### src/rtl/spi_flash_responder.sv
// spi_flash_responder
//   SPI mode-0 slave that impersonates a serial NOR flash. It answers READ (0x03),
//   JEDEC ID (0x9F) and READ STATUS (0x05), serving READ data from a byte-wide
//   synchronous memory with one cycle of read latency. SCK, CS# and MOSI are
//   oversampled in the clk domain, so each SCK phase must last at least 4 clk periods.
//
// Ports
//   clk         system clock, rising edge
//   rst_i       asynchronous active-high reset
//   cs_n_i      chip select from the master (active-low, asynchronous)
//   sck_i       SPI clock from the master (asynchronous)
//   mosi_i      serial data in, MSB first
//   miso_o      serial data out, MSB first; 0 whenever no response is being shifted
//   mem_addr_o  byte address to the backing memory
//   mem_rd_o    single-cycle read strobe
//   mem_data_i  read data, valid one cycle after mem_rd_o
//   busy_o      high while the synchronised CS# is low

module spi_flash_responder #(
    parameter int unsigned ADDR_WIDTH = 22,  // 2..24
    parameter logic [23:0] JEDEC_ID   = 24'hEF4016,
    parameter logic [7:0]  STATUS_VAL = 8'h00
) (
    input  logic                  clk,
    input  logic                  rst_i,
    input  logic                  cs_n_i,
    input  logic                  sck_i,
    input  logic                  mosi_i,
    output logic                  miso_o,
    output logic [ADDR_WIDTH-1:0] mem_addr_o,
    output logic                  mem_rd_o,
    input  logic [7:0]            mem_data_i,
    output logic                  busy_o
);

    typedef enum logic [2:0] {
        StIdle,
        StCmd,
        StAddr,
        StData,
        StId,
        StStat,
        StIgnore
    } state_e;

    // ------------------------------------------------------------------
    // Input synchronisers plus one extra stage for edge detection
    // ------------------------------------------------------------------
    logic [1:0] cs_sync_q;
    logic [1:0] sck_sync_q;
    logic [1:0] mosi_sync_q;
    logic       cs_prev_q;
    logic       sck_prev_q;

    always_ff @(posedge clk or posedge rst_i) begin
        if (rst_i) begin
            // CS# resets to its inactive level so reset never looks like a select
            cs_sync_q   <= 2'b11;
            sck_sync_q  <= 2'b00;
            mosi_sync_q <= 2'b00;
            cs_prev_q   <= 1'b1;
            sck_prev_q  <= 1'b0;
        end else begin
            cs_sync_q   <= {cs_sync_q[0], cs_n_i};
            sck_sync_q  <= {sck_sync_q[0], sck_i};
            mosi_sync_q <= {mosi_sync_q[0], mosi_i};
            cs_prev_q   <= cs_sync_q[1];
            sck_prev_q  <= sck_sync_q[1];
        end
    end

    logic cs_s, sck_s, mosi_s;
    logic cs_fall, sck_rise, sck_fall;

    assign cs_s     = cs_sync_q[1];
    assign sck_s    = sck_sync_q[1];
    assign mosi_s   = mosi_sync_q[1];
    assign cs_fall  = ~cs_s & cs_prev_q;
    assign sck_rise = sck_s & ~sck_prev_q;
    assign sck_fall = ~sck_s & sck_prev_q;

    // ------------------------------------------------------------------
    // Protocol FSM
    // ------------------------------------------------------------------
    state_e                state_q;
    logic [2:0]            bit_cnt_q;
    logic [1:0]            byte_cnt_q;  // saturates at 3; enough for command+address and ID
    logic [7:0]            sin_q;
    logic [7:0]            sout_q;
    logic [ADDR_WIDTH-1:0] addr_q;      // keeps only the low ADDR_WIDTH address bits
    logic [ADDR_WIDTH-1:0] mem_addr_q;
    logic                  mem_rd_q;
    logic                  rd_pend_q;   // read data arrives this cycle
    logic                  miso_q;
    logic                  busy_q;

    logic [7:0]            byte_nxt;
    logic [ADDR_WIDTH-1:0] addr_nxt;
    logic                  shifting;

    assign byte_nxt = {sin_q[6:0], mosi_s};
    assign addr_nxt = {addr_q[ADDR_WIDTH-2:0], mosi_s};
    assign shifting = (state_q == StData) || (state_q == StId) || (state_q == StStat);

    always_ff @(posedge clk or posedge rst_i) begin
        if (rst_i) begin
            state_q    <= StIdle;
            bit_cnt_q  <= 3'd0;
            byte_cnt_q <= 2'd0;
            sin_q      <= 8'h00;
            sout_q     <= 8'h00;
            addr_q     <= '0;
            mem_addr_q <= '0;
            mem_rd_q   <= 1'b0;
            rd_pend_q  <= 1'b0;
            miso_q     <= 1'b0;
            busy_q     <= 1'b0;
        end else begin
            mem_rd_q  <= 1'b0;
            rd_pend_q <= 1'b0;
            if (cs_s) begin
                // Deselect overrides everything, including an SCK edge seen this cycle
                state_q    <= StIdle;
                bit_cnt_q  <= 3'd0;
                byte_cnt_q <= 2'd0;
                sout_q     <= 8'h00;
                miso_q     <= 1'b0;
                busy_q     <= 1'b0;
            end else begin
                busy_q    <= 1'b1;
                rd_pend_q <= mem_rd_q;
                if (rd_pend_q && state_q == StData) begin
                    sout_q <= mem_data_i;
                end

                if (state_q == StIdle) begin
                    if (cs_fall) begin
                        state_q <= StCmd;
                    end
                end else if (sck_rise) begin
                    sin_q     <= byte_nxt;
                    addr_q    <= addr_nxt;
                    bit_cnt_q <= bit_cnt_q + 3'd1;
                    if (bit_cnt_q == 3'd7) begin
                        if (byte_cnt_q != 2'd3) begin
                            byte_cnt_q <= byte_cnt_q + 2'd1;
                        end
                        case (state_q)
                            StCmd: begin
                                case (byte_nxt)
                                    8'h03:   state_q <= StAddr;
                                    8'h9F: begin
                                        state_q <= StId;
                                        sout_q  <= JEDEC_ID[23:16];
                                    end
                                    8'h05: begin
                                        state_q <= StStat;
                                        sout_q  <= STATUS_VAL;
                                    end
                                    default: state_q <= StIgnore;
                                endcase
                            end
                            StAddr: begin
                                // byte_cnt is 1..3 for the three address bytes
                                if (byte_cnt_q == 2'd3) begin
                                    mem_addr_q <= addr_nxt;
                                    mem_rd_q   <= 1'b1;
                                    state_q    <= StData;
                                end
                            end
                            StData: begin
                                // Prefetch the next byte; it loads well before the next fall
                                mem_addr_q <= mem_addr_q + 1'b1;
                                mem_rd_q   <= 1'b1;
                            end
                            StId: begin
                                case (byte_cnt_q)
                                    2'd1:    sout_q <= JEDEC_ID[15:8];
                                    2'd2:    sout_q <= JEDEC_ID[7:0];
                                    default: sout_q <= 8'h00;
                                endcase
                            end
                            StStat:  sout_q <= STATUS_VAL;
                            default: ;
                        endcase
                    end
                end else if (sck_fall && shifting) begin
                    miso_q <= sout_q[7];
                    sout_q <= {sout_q[6:0], 1'b0};
                end
            end
        end
    end

    assign miso_o     = miso_q;
    assign mem_addr_o = mem_addr_q;
    assign mem_rd_o   = mem_rd_q;
    assign busy_o     = busy_q;

endmodule

### config.mk
export PLATFORM = sky130hd
export DESIGN_NAME = spi_flash_responder
export DESIGN_NICKNAME = d
export VERILOG_FILES = /design/src/rtl/spi_flash_responder.sv
export SDC_FILE = /design/constraint.sdc
export NUM_CORES = 1
export LEC_CHECK = 0
export CAP_MARGIN = 20
export CORE_MARGIN = 2
export CORE_UTILIZATION = 40
export CTS_CLUSTER_DIAMETER = 50
export DETAILED_ROUTE_END_ITERATION = 10
export GPL_ROUTABILITY_DRIVEN = 0
export PLACE_DENSITY = 0.7
export SYNTH_ARGS = -nofsm -noshare
export SYNTH_HDL_FRONTEND = slang
export SYNTH_SLANG_ARGS = --single-unit
### constraint.sdc
create_clock -name clk -period 6.24 [get_ports clk]
set_clock_uncertainty 0.15 [all_clocks]
set_input_delay 0.624 -clock clk [delete_from_list [all_inputs] [get_ports clk]]
set_output_delay 0.624 -clock clk [all_outputs]
set_load 0.03 [all_outputs]
Yosys cells after proc, flatten, opt, wreduce, memory -nomap -nowiden
Cells that the tools add are included.
{"block": "totals", "register_bits": 78, "wordCells": 102, "out_inout_bits": 25}
{"block": "op_classes", "add_sub_neg": 3, "muxes": 39, "eq_ne": 18, "n_bitwise": 7, "reduce_logical": 19}
{"cell": "$mux 8", "n": 6}
{"cell": "$pmux 22 s2", "n": 1}
{"cell": "$mux 3", "n": 9}
{"cell": "$pmux 8 s3", "n": 1}
{"cell": "$add 22x1->22 const B", "n": 1}
{"cell": "$mux 22", "n": 1}
{"cell": "$pmux 8 s2", "n": 1}
{"cell": "$pmux 7 s2", "n": 1}
{"cell": "$mux 1", "n": 11}
{"cell": "$mux 2", "n": 5}
{"cell": "$reduce_bool 2->1", "n": 5}
{"cell": "$eq 3x3->1 const B", "n": 3}
{"cell": "$pmux 3 s3", "n": 1}
{"cell": "$eq 8x2->1 const B", "n": 1}
{"cell": "$eq 8x3->1 const B", "n": 1}
{"cell": "$eq 8x8->1 const B", "n": 1}
{"cell": "$ne 2x2->1 const B", "n": 4}
{"cell": "$eq 3x2->1 const B", "n": 2}
{"cell": "$pmux 3 s2", "n": 1}
{"cell": "$reduce_and 3->1", "n": 2}
{"cell": "$reduce_and 6->1", "n": 1}
{"cell": "$reduce_bool 3->1", "n": 2}
{"cell": "$reduce_and 5->1", "n": 1}
{"cell": "$eq 2x2->1 const B", "n": 2}
{"cell": "other kinds (15)", "n": 22}

Logic depth before layout (Yosys ltp)
Gate-level depths: netlist of run 1.
{"block": "depth", "word_depth": 9, "mapped_depth": 9, "depth_no_buf": 8}

Worst setup path after synthesis of run 1
OpenSTA, ideal clock, no wires.
{"block": "synth_path", "path_kind": "register -> register", "from": "register bit_cnt_q[0]", "to": "register mem_addr_q[21] (netlist: mem_addr_o[21])", "n_path_buf": 1, "arrival_ps": 2074, "setup_ps": 71, "required_ps": 6019, "path_slack_ps": 3945, "synth_period_minus_slack_ps": 2295, "path_stages_with_launch": 8, "cell_sequence": "dfrtp_1 ha_1 ha_1 nand3b_1 or4_1 clkbuf_1 or4_1 nand4_1"}
{"block": "synth_between", "elab_chain_cells": 2}
{"item": "start: declaration", "line_no": "86", "rtl": "logic [2:0] bit_cnt_q;"}
{"item": "start signal: assignment", "line_no": "143", "rtl": "bit_cnt_q <= bit_cnt_q + 3'd1;"}
{"item": "$eq 3x3->1", "line_no": "144", "rtl": "if (bit_cnt_q == 3'd7) begin"}
{"item": "$reduce_and 6->1 (no source line)"}
{"item": "end signal: assignment", "line_no": "166", "rtl": "mem_addr_q <= addr_nxt;"}
{"item": "end signal: assignment", "line_no": "173", "rtl": "mem_addr_q <= mem_addr_q + 1'b1;"}
{"item": "end: declaration", "line_no": "91", "rtl": "logic [ADDR_WIDTH-1:0] mem_addr_q;"}
No other way between the ends.
A chain may end at the register's enable or synchronous reset.

Worst setup path after layout of run 1
{"block": "layout_path", "from": "register bit_cnt_q[0]", "to": "register mem_addr_q[14] (netlist: mem_addr_o[14])"}
The elaborated chain is that of the path after synthesis.

==> PnR_summary.wiki, run 1 <==
{| class="wikitable"
! Metric !! Value
|-
| Run status || finished, final reports clean
|-
| Mapped cell area || 3645 um^2
|-
| Type of element launching the critical path || flip-flop
|-
| Top Ports || 38
|-
| Setup repair after global routing missed its margin || false
|-
| Number of cells traversed by the worst register-to-register path || 7
|-
| Utilization after layout || 0.4901
|-
| Antenna violations before repair || 0
|-
| Die Ht || 99.46 um
|-
| Leading cell types by count after synthesis || 68 x dfrtp_1, 38 x a21oi_1, 25 x nand2_1, 25 x nor2_1, 24 x mux2_2
|-
| Routed length per instance || 16.50 um
|-
| Synthesized flop and latch total || 71
|-
| Top cell type's share of synthesized area || 0.4669
|-
| First-pass iteration count of the detailed router || 4
|-
| Clock tree from TritonCTS || done
|-
| Overall fraction of global-route tracks in use || 0.1811
|-
| Detailed-route DRC error count || 0
|-
| Number of gates given a new drive strength after cts || 0
|-
| Die area || ~9900 um^2
|-
| Largest net degree at the start of global routing || 72
|-
| Detailed-placement wirelength estimate || about 5400 um
|-
| Reported leakage power || 1.814 nW
|-
| Wire length of the first global-routing pass || 14,230 um
|-
| Count of max-cap constraint violations || 0
|-
| Starting DRC count in detailed routing || 115
|-
| Vias in the first global route || 2,826
|-
| Pwr dens || 278.6 nW/um^2
|-
| Sequential-to-total area share from yosys stat || 0.4885
|-
| Type of the worst setup path || reg2reg
|-
| Average size of a mapped cell || 10.01 um^2
|-
| Fin Setup TNS || 0 ps
|-
| Number of buffers added to fix hold violations after cts || 0
|-
| Max Clock Freq || 299.4 MHz
|-
| Post-synth ARST share || 1.000
|-
| Peak supply drop || 141.6 uV
|-
| Worst min-delay path category || reg2reg
|-
| Final Total Pwr || 1.197 mW
|-
| Pins over their slew limit || 0
|-
| Port Buffer Count || 37
|-
| Buffers inserted by post-CTS timing repair || 0
|-
| Root buffer cell || clkbuf_8
|-
| Total via count after detailed routing || 2,958
|-
| Number of inserted diodes || 0
|-
| Worst setup slack for register-to-register paths || about 2900 ps
|-
| Setup violators final || 0
|-
| Combined area of the multi-input logic cells || 1752 um^2
|-
| Area Growth Syn to Fin || 17.85%
|-
| Via count normalized by instance count || approximately 5.8
|-
| Number of H-tree branching levels || 3
|-
| Clock Latency Late Sink || 350 ps
|-
| Most instantiated library cell after synthesis || dfrtp_1
|-
| Number of clock sinks || 71
|-
| Number of hold-slack violations in the final timing report || 0
|-
| Synth unique cells || 50
|-
| Horizontal die dimension || between 90 and 100 um
|-
| Part of the cycle the worst path needs || 0.5352
|-
| FILL cells || 807
|-
| Max Buffers Root-to-Sink || 2
|-
| Core area || 8763 um^2
|-
| Slew margin rel. || 0.2687
|-
| Most frequently used flop master after synthesis || dfrtp_1
|-
| Overall overflow remaining after global route || 0
|-
| Critical path fanouts, max || 26
|-
| Required time of the worst setup path || about 6300 ps
|-
| Combined flip-flop and latch cell area || roughly 1800 um^2
|-
| Number of placement rows || 34
|-
| Final min period || between 3000 and 4000 ps
|-
| Dominant cells by area after synthesis || dfrtp_1 47%, mux2_2 7.4%, a21oi_1 5.2%
|-
| Yosys warnings || 0
|-
| Critical path capture point type || flip-flop
|-
| Starting utilization of the core area || 0.4159
|-
| Data arrival time of the critical path || 3390 ps
|-
| Measured slew at the worst slew-check pin || 1086 ps
|-
| Antenna-violating nets left || 0
|-
| WL final || 8367 um
|-
| Smallest hold slack || 201.9 ps
|-
| Cell count after synthesis || 364
|-
| Net count of the mapped netlist || 383
|-
| Number of CTS-inserted buffers || 9
|-
| Clock-pin transition on the worst setup and hold timing paths || 80 ps
|-
| Hold path cells || 0
|-
| Final nets || a little over 400
|-
| Biggest area consumer among synthesized cells || dfrtp_1
|-
| Fraction of layout instances using a drive strength above 1 || 0.1353
|-
| Number of synthesized flops with an enable pin || 0
|}
## cell usage in the layout, fill, tap and decap left out, types with 3 or more instances in the layout
cell type,Yosys,layout
nor2_1,25,25
o22a_1,7,7
a22oi_1,4,4
clkdlybuf4s50_1,0,37
mux2i_1,8,8
nand3_1,17,17
o21ai_0,22,22
a2bb2oi_1,7,7
mux2_2,24,24
nand3b_1,3,3
buf_4,0,3
a21oi_1,38,38
or4_1,3,3
nand2b_1,4,4
inv_1,7,6
or3_1,3,3
nor3_2,3,3
a31oi_1,3,3
ha_1,6,6
nor2b_1,4,4
and2_1,3,3
dfrtp_1,68,68
nand2_1,25,25
o22ai_1,12,12
dfstp_2,3,3
nand4_1,11,11
clkbuf_8,0,12
## final timing paths
check	startpoint	to
max	bit_cnt_q[0]$_DFFE_PP0P_	mem_addr_o[14]$_DFFE_PP0P_
min	sck_sync_q[0]$_DFF_PP0_	sck_sync_q[1]$_DFF_PP0_
max reg2reg	bit_cnt_q[0]$_DFFE_PP0P_	mem_addr_o[14]$_DFFE_PP0P_
min reg2reg	sck_sync_q[0]$_DFF_PP0_	sck_sync_q[1]$_DFF_PP0_
max in group asynchronous	rst_i	mem_addr_o[19]$_DFFE_PP0P_
min in group asynchronous	rst_i	sck_sync_q[0]$_DFF_PP0_
## where the power goes
part | switching, mW | internal [mW] | leakage, nW
clock | 0.172 | 0.216 | 0.109
sequential | 0.0588 | 0.501 | 0.955
combinational | 0.140 | 0.110 | 0.750
## cells by family (layout without fill, tap and decap cells)
family / count (synthesis) / after routing / share of synthesized area
AOI/OAI and AO/OA: 107 / 107 / 0.1861
xor gates and xnor gates: 2 / 2 / 0.004807
adders and majority gates: 6 / 6 / 0.02060
buffers and inverters: 28 / 63 / 0.03090
DFF: 71 / 71 / 0.4885
muxes: 32 / 32 / 0.09612
and+or+nand+nor: 118 / 118 / 0.1730
## critical path, cell delays in order (launching register included)
cell,delay [ps]
dfrtp_1,370
ha_1,150
ha_1,250
nand3b_1,190
or4_1,950
inv_1,730
o21ai_0,210
o2bb2ai_1,180
## metal layers
layer	GRT usage	share of wire
met2	0.2723	0.45
met1	0.2592	0.48
met5	0	0
met4	0.06639	0.016
met3	0.03795	0.051
## registers in the layout, indices dropped and copies added (netlist names), 3 cells and up
name,cells
bit_cnt_q,3
mem_addr_o,22
sout_q,8
addr_q,15
sin_q,6
state_q,3
## metrics by stage
| stage | worst slack [ps] | std cells | instance area, um^2 |
|---|---|---|---|
| after global placement | 3048 | 491 | 4086 |
| after detailed placement | 2932 | 491 | 4086 |
| after global routing | 2644 | 507 | 4295 |
| final | 2900 | 507 | 4295 |
| after floorplan | 3674 | 364 | 3645 |
| after CTS | 2926 | 507 | 4295 |
## final cells by class
cell class	count	area share
clock inverters	3	0.009321
inverters	7	0.006117
well taps	108	0.03146
repair buffers	40	0.09147
multi-input cells	265	0.4078
flip-flops and latches	71	0.4145
clock buffers	13	0.03932
Note: power is estimated with default switching activity, not from simulation.
==> run 2, diff against run 1 <==
Settings changed: PLACE_DENSITY 0.7 to 0.72.
Clock period 6.24 ns to 2.8 ns, I/O delays scaled along.
==> run 2 against run 1 <==
Against the previous run:
- die area stayed put
- global-route usage is 0.18 points lower
- sequential share of layout area shrank 0.44 points
- wire length down 0.30%
- final cell count rose by 1.2%
- via count grew 0.88%
- setup slack got worse by 2600 ps
- critical endpoint unchanged
- fmax increased by 35%
- cell area up 1.1%
- sequential power up 120%
==> PnR_summary.wiki, run 2 (synthesis gave the netlist of run 1 again) <==
{| class="wikitable"
! Metric !! Value
|-
| Fin Setup TNS || 0 ps (unchanged)
|-
| Most used routing layer in global routing || met2
|-
| First-pass iteration count of the detailed router || 4 (unchanged)
|-
| Detailed-route DRC error count || 0 (unchanged)
|-
| Number of CTS-inserted buffers || 9 (unchanged)
|-
| Antenna violations before repair || 0 (unchanged)
|-
| Number of placement rows || 34 (unchanged)
|-
| Delay of the slowest cell on the worst path || 610 ps (-340 ps)
|-
| Worst min-delay path category || in2async
|-
| Pwr dens || 594.1 nW/um^2 (+110%)
|-
| CP max stage cell || or4_1
|-
| Max Clock Freq || 403.6 MHz (+35%)
|-
| Max Buffers Root-to-Sink || 2 (unchanged)
|-
| Area Growth Syn to Fin || 19.12%
|-
| Count of max-cap constraint violations || 0 (unchanged)
|-
| Wire length of the first global-routing pass || 14,340 um (+0.73%)
|-
| Setup repair after global routing missed its margin || false
|-
| Root buffer cell || clkbuf_8
|-
| Number of hold-slack violations in the final timing report || 0 (unchanged)
|-
| Buffers inserted by post-CTS timing repair || 0 (unchanged)
|-
| Number of buffers added to fix hold violations after cts || 0 (unchanged)
|-
| Overall fraction of global-route tracks in use || 0.1793 (-0.001762)
|-
| Critical path capture point type || flip-flop
|-
| Largest net degree at the start of global routing || 72 (unchanged)
|-
| Clock tree from TritonCTS || done
|-
| Final Total Pwr || 2.580 mW (+120%)
|-
| Overall overflow remaining after global route || 0 (unchanged)
|-
| Setup violators final || 0 (unchanged)
|-
| Buffers and inverters on the worst path || 2 (+1)
|-
| Data arrival time of the critical path || 2550 ps (-840 ps)
|-
| Port Buffer Count || 37 (unchanged)
|-
| Number of flip-flops under the largest register name || 22 (unchanged)
|-
| Most common cell on crit path || ha_1
|-
| Antenna-violating nets left || 0 (unchanged)
|-
| Run status || finished, final reports clean
|-
| Die area || 9891 um^2 (unchanged)
|-
| Starting utilization of the core area || 0.4159 (unchanged)
|-
| Number of clock sinks || 71 (unchanged)
|-
| Global-route met3 utilization || 0.02741 (-0.01054)
|-
| Starting DRC count in detailed routing || 222 (+93%)
|-
| Number of inserted diodes || 0 (unchanged)
|-
| Top library cells by usage in the layout, fill and taps aside || 68 x dfrtp_1, 38 x a21oi_1, 37 x clkdlybuf4s50_1
|-
| Fraction of layout instances using a drive strength above 1 || 0.1481 (+0.01281)
|-
| Detailed-placement wirelength estimate || 5613 um (+3.7%)
|-
| Type of element launching the critical path || flip-flop
|-
| Pins over their slew limit || 0 (unchanged)
|-
| Leading cell type in the layout, fill and taps excluded || dfrtp_1
|-
| Grt met1 use || 0.2544 (-0.004786)
|-
| Horizontal die dimension || 99.46 um (unchanged)
|-
| Measured slew at the worst slew-check pin || 658.5 ps (-427.0 ps)
|-
| Core area || 8763 um^2 (unchanged)
|-
| Number of gates given a new drive strength after cts || 0 (unchanged)
|-
| Critical-path cell list || ha_1 > ha_1 > nand3b_1 > or4_1 > inv_1 > buf_4 > o21ai_0 > o2bb2ai_1
|-
| Part of the cycle the worst path needs || 0.8849 (+0.3496)
|-
| Required time of the worst setup path || 2870 ps (-3420 ps)
|-
| FILL cells || 815 (+0.99%)
|-
| Met2 usage in global routing || 0.2729 (+0.0005198)
|-
| Total via count after detailed routing || 2,984 (+0.88%)
|-
| Reported leakage power || 1.844 nW (+1.6%)
|-
| Clock-pin transition on the worst setup and hold timing paths || 70 ps (about the same)
|-
| Worst setup slack for register-to-register paths || 320 ps (-2580 ps)
|-
| Via count normalized by instance count || 5.817 (-0.30%)
|-
| Final min period || 2478 ps (-862.2 ps)
|-
| Peak supply drop || 258.1 uV (+82%)
|-
| Vias in the first global route || 2,867 (+1.5%)
|-
| Number of H-tree branching levels || 3 (unchanged)
|-
| Kind of cell adding the most delay to the critical path || simple AND/OR/NAND/NOR gates
|-
| WL final || 8342 um (-0.30%)
|-
| Clock Latency Late Sink || 340 ps (about the same)
|-
| Type of the worst setup path || reg2reg
|-
| Final nets || 421 (+1.9%)
|-
| Slew margin rel. || 0.5586 (+0.2899)
|-
| Routed length per instance || 16.26 um (-1.5%)
|-
| Critical path fanouts, max || 14 (-46%)
|-
| Top Ports || 38 (unchanged)
|-
| Die Ht || 99.46 um (unchanged)
|}
==> run 2: changes by cell type in the layout (fill, tap and decap cells not counted) <==
cell	before	now
buf_12	0	1
buf_4	3	10
bufinv_16	1	0
clkbuf_8	12	13
clkinv_2	2	0
==> run 2: cell type report <==
class                      count  area (um^2)  area share
sequential                    71         1780      0.4101
multi-input combinational    265         1752      0.4035
timing repair buffer          48        465.4      0.1072
clock buffer                  14        182.7     0.04207
tap                          108        135.1     0.03112
inverter                       7        26.28    0.006052
==> run 2: worst reg2reg max path: stages (launching register included) <==
cell and delay, ps:
dfrtp_1 360, ha_1 150, ha_1 270, nand3b_1 180, or4_1 610, inv_1 160, buf_4 220, o21ai_0 110
o2bb2ai_1 140
==> run 2: worst paths after layout <==
kind | endpoint | startpoint | cells past startpoint
max | mem_addr_o[14]$_DFFE_PP0P_ | bit_cnt_q[0]$_DFFE_PP0P_ | 8
min | bit_cnt_q[2]$_DFFE_PP0P_ | rst_i | 3
max reg2reg | mem_addr_o[14]$_DFFE_PP0P_ | bit_cnt_q[0]$_DFFE_PP0P_ | 8
min reg2reg | sck_sync_q[1]$_DFF_PP0_ | sck_sync_q[0]$_DFF_PP0_ | 0
max in group asynchronous | cs_prev_q$_DFF_PP1_ | rst_i | 3
min in group clk | sck_sync_q[1]$_DFF_PP0_ | sck_sync_q[0]$_DFF_PP0_ | 0
==> run 2: routing by layer <==
metal / up-vias / part of all wire
met5: - / 0
met4: 0 / 0.017
met3: 10 / 0.048
met2: 91 / 0.46
met1: 1454 / 0.47
li1: 1429 / -
==> run 2: report_power, final <==
group / total (mW) / leakage, nW / switching, mW / internal [mW]
Clock: 0.769 / 0.0946 / 0.359 / 0.410
Combinational: 0.563 / 0.794 / 0.309 / 0.254
Sequential: 1.25 / 0.955 / 0.132 / 1.12
Total: 2.58 / 1.84 / 0.800 / 1.78
==> run 2: per-stage QoR <==
step	utilization	setup WS, ps	hold WS, ps	cell area [um^2]	std cells
6_report	0.4954	322.3	182.0	4342	513
5_1_grt	0.4954	121.8	189.0	4342	513
4_1_cts	0.4954	324.7	190.6	4342	513
3_5_place_dp	0.4746	341.8	184.7	4159	499
3_3_place_gp	0.4746	461.5	182.7	4159	499
2_1_floorplan	-	504.9	134.5	3645	364
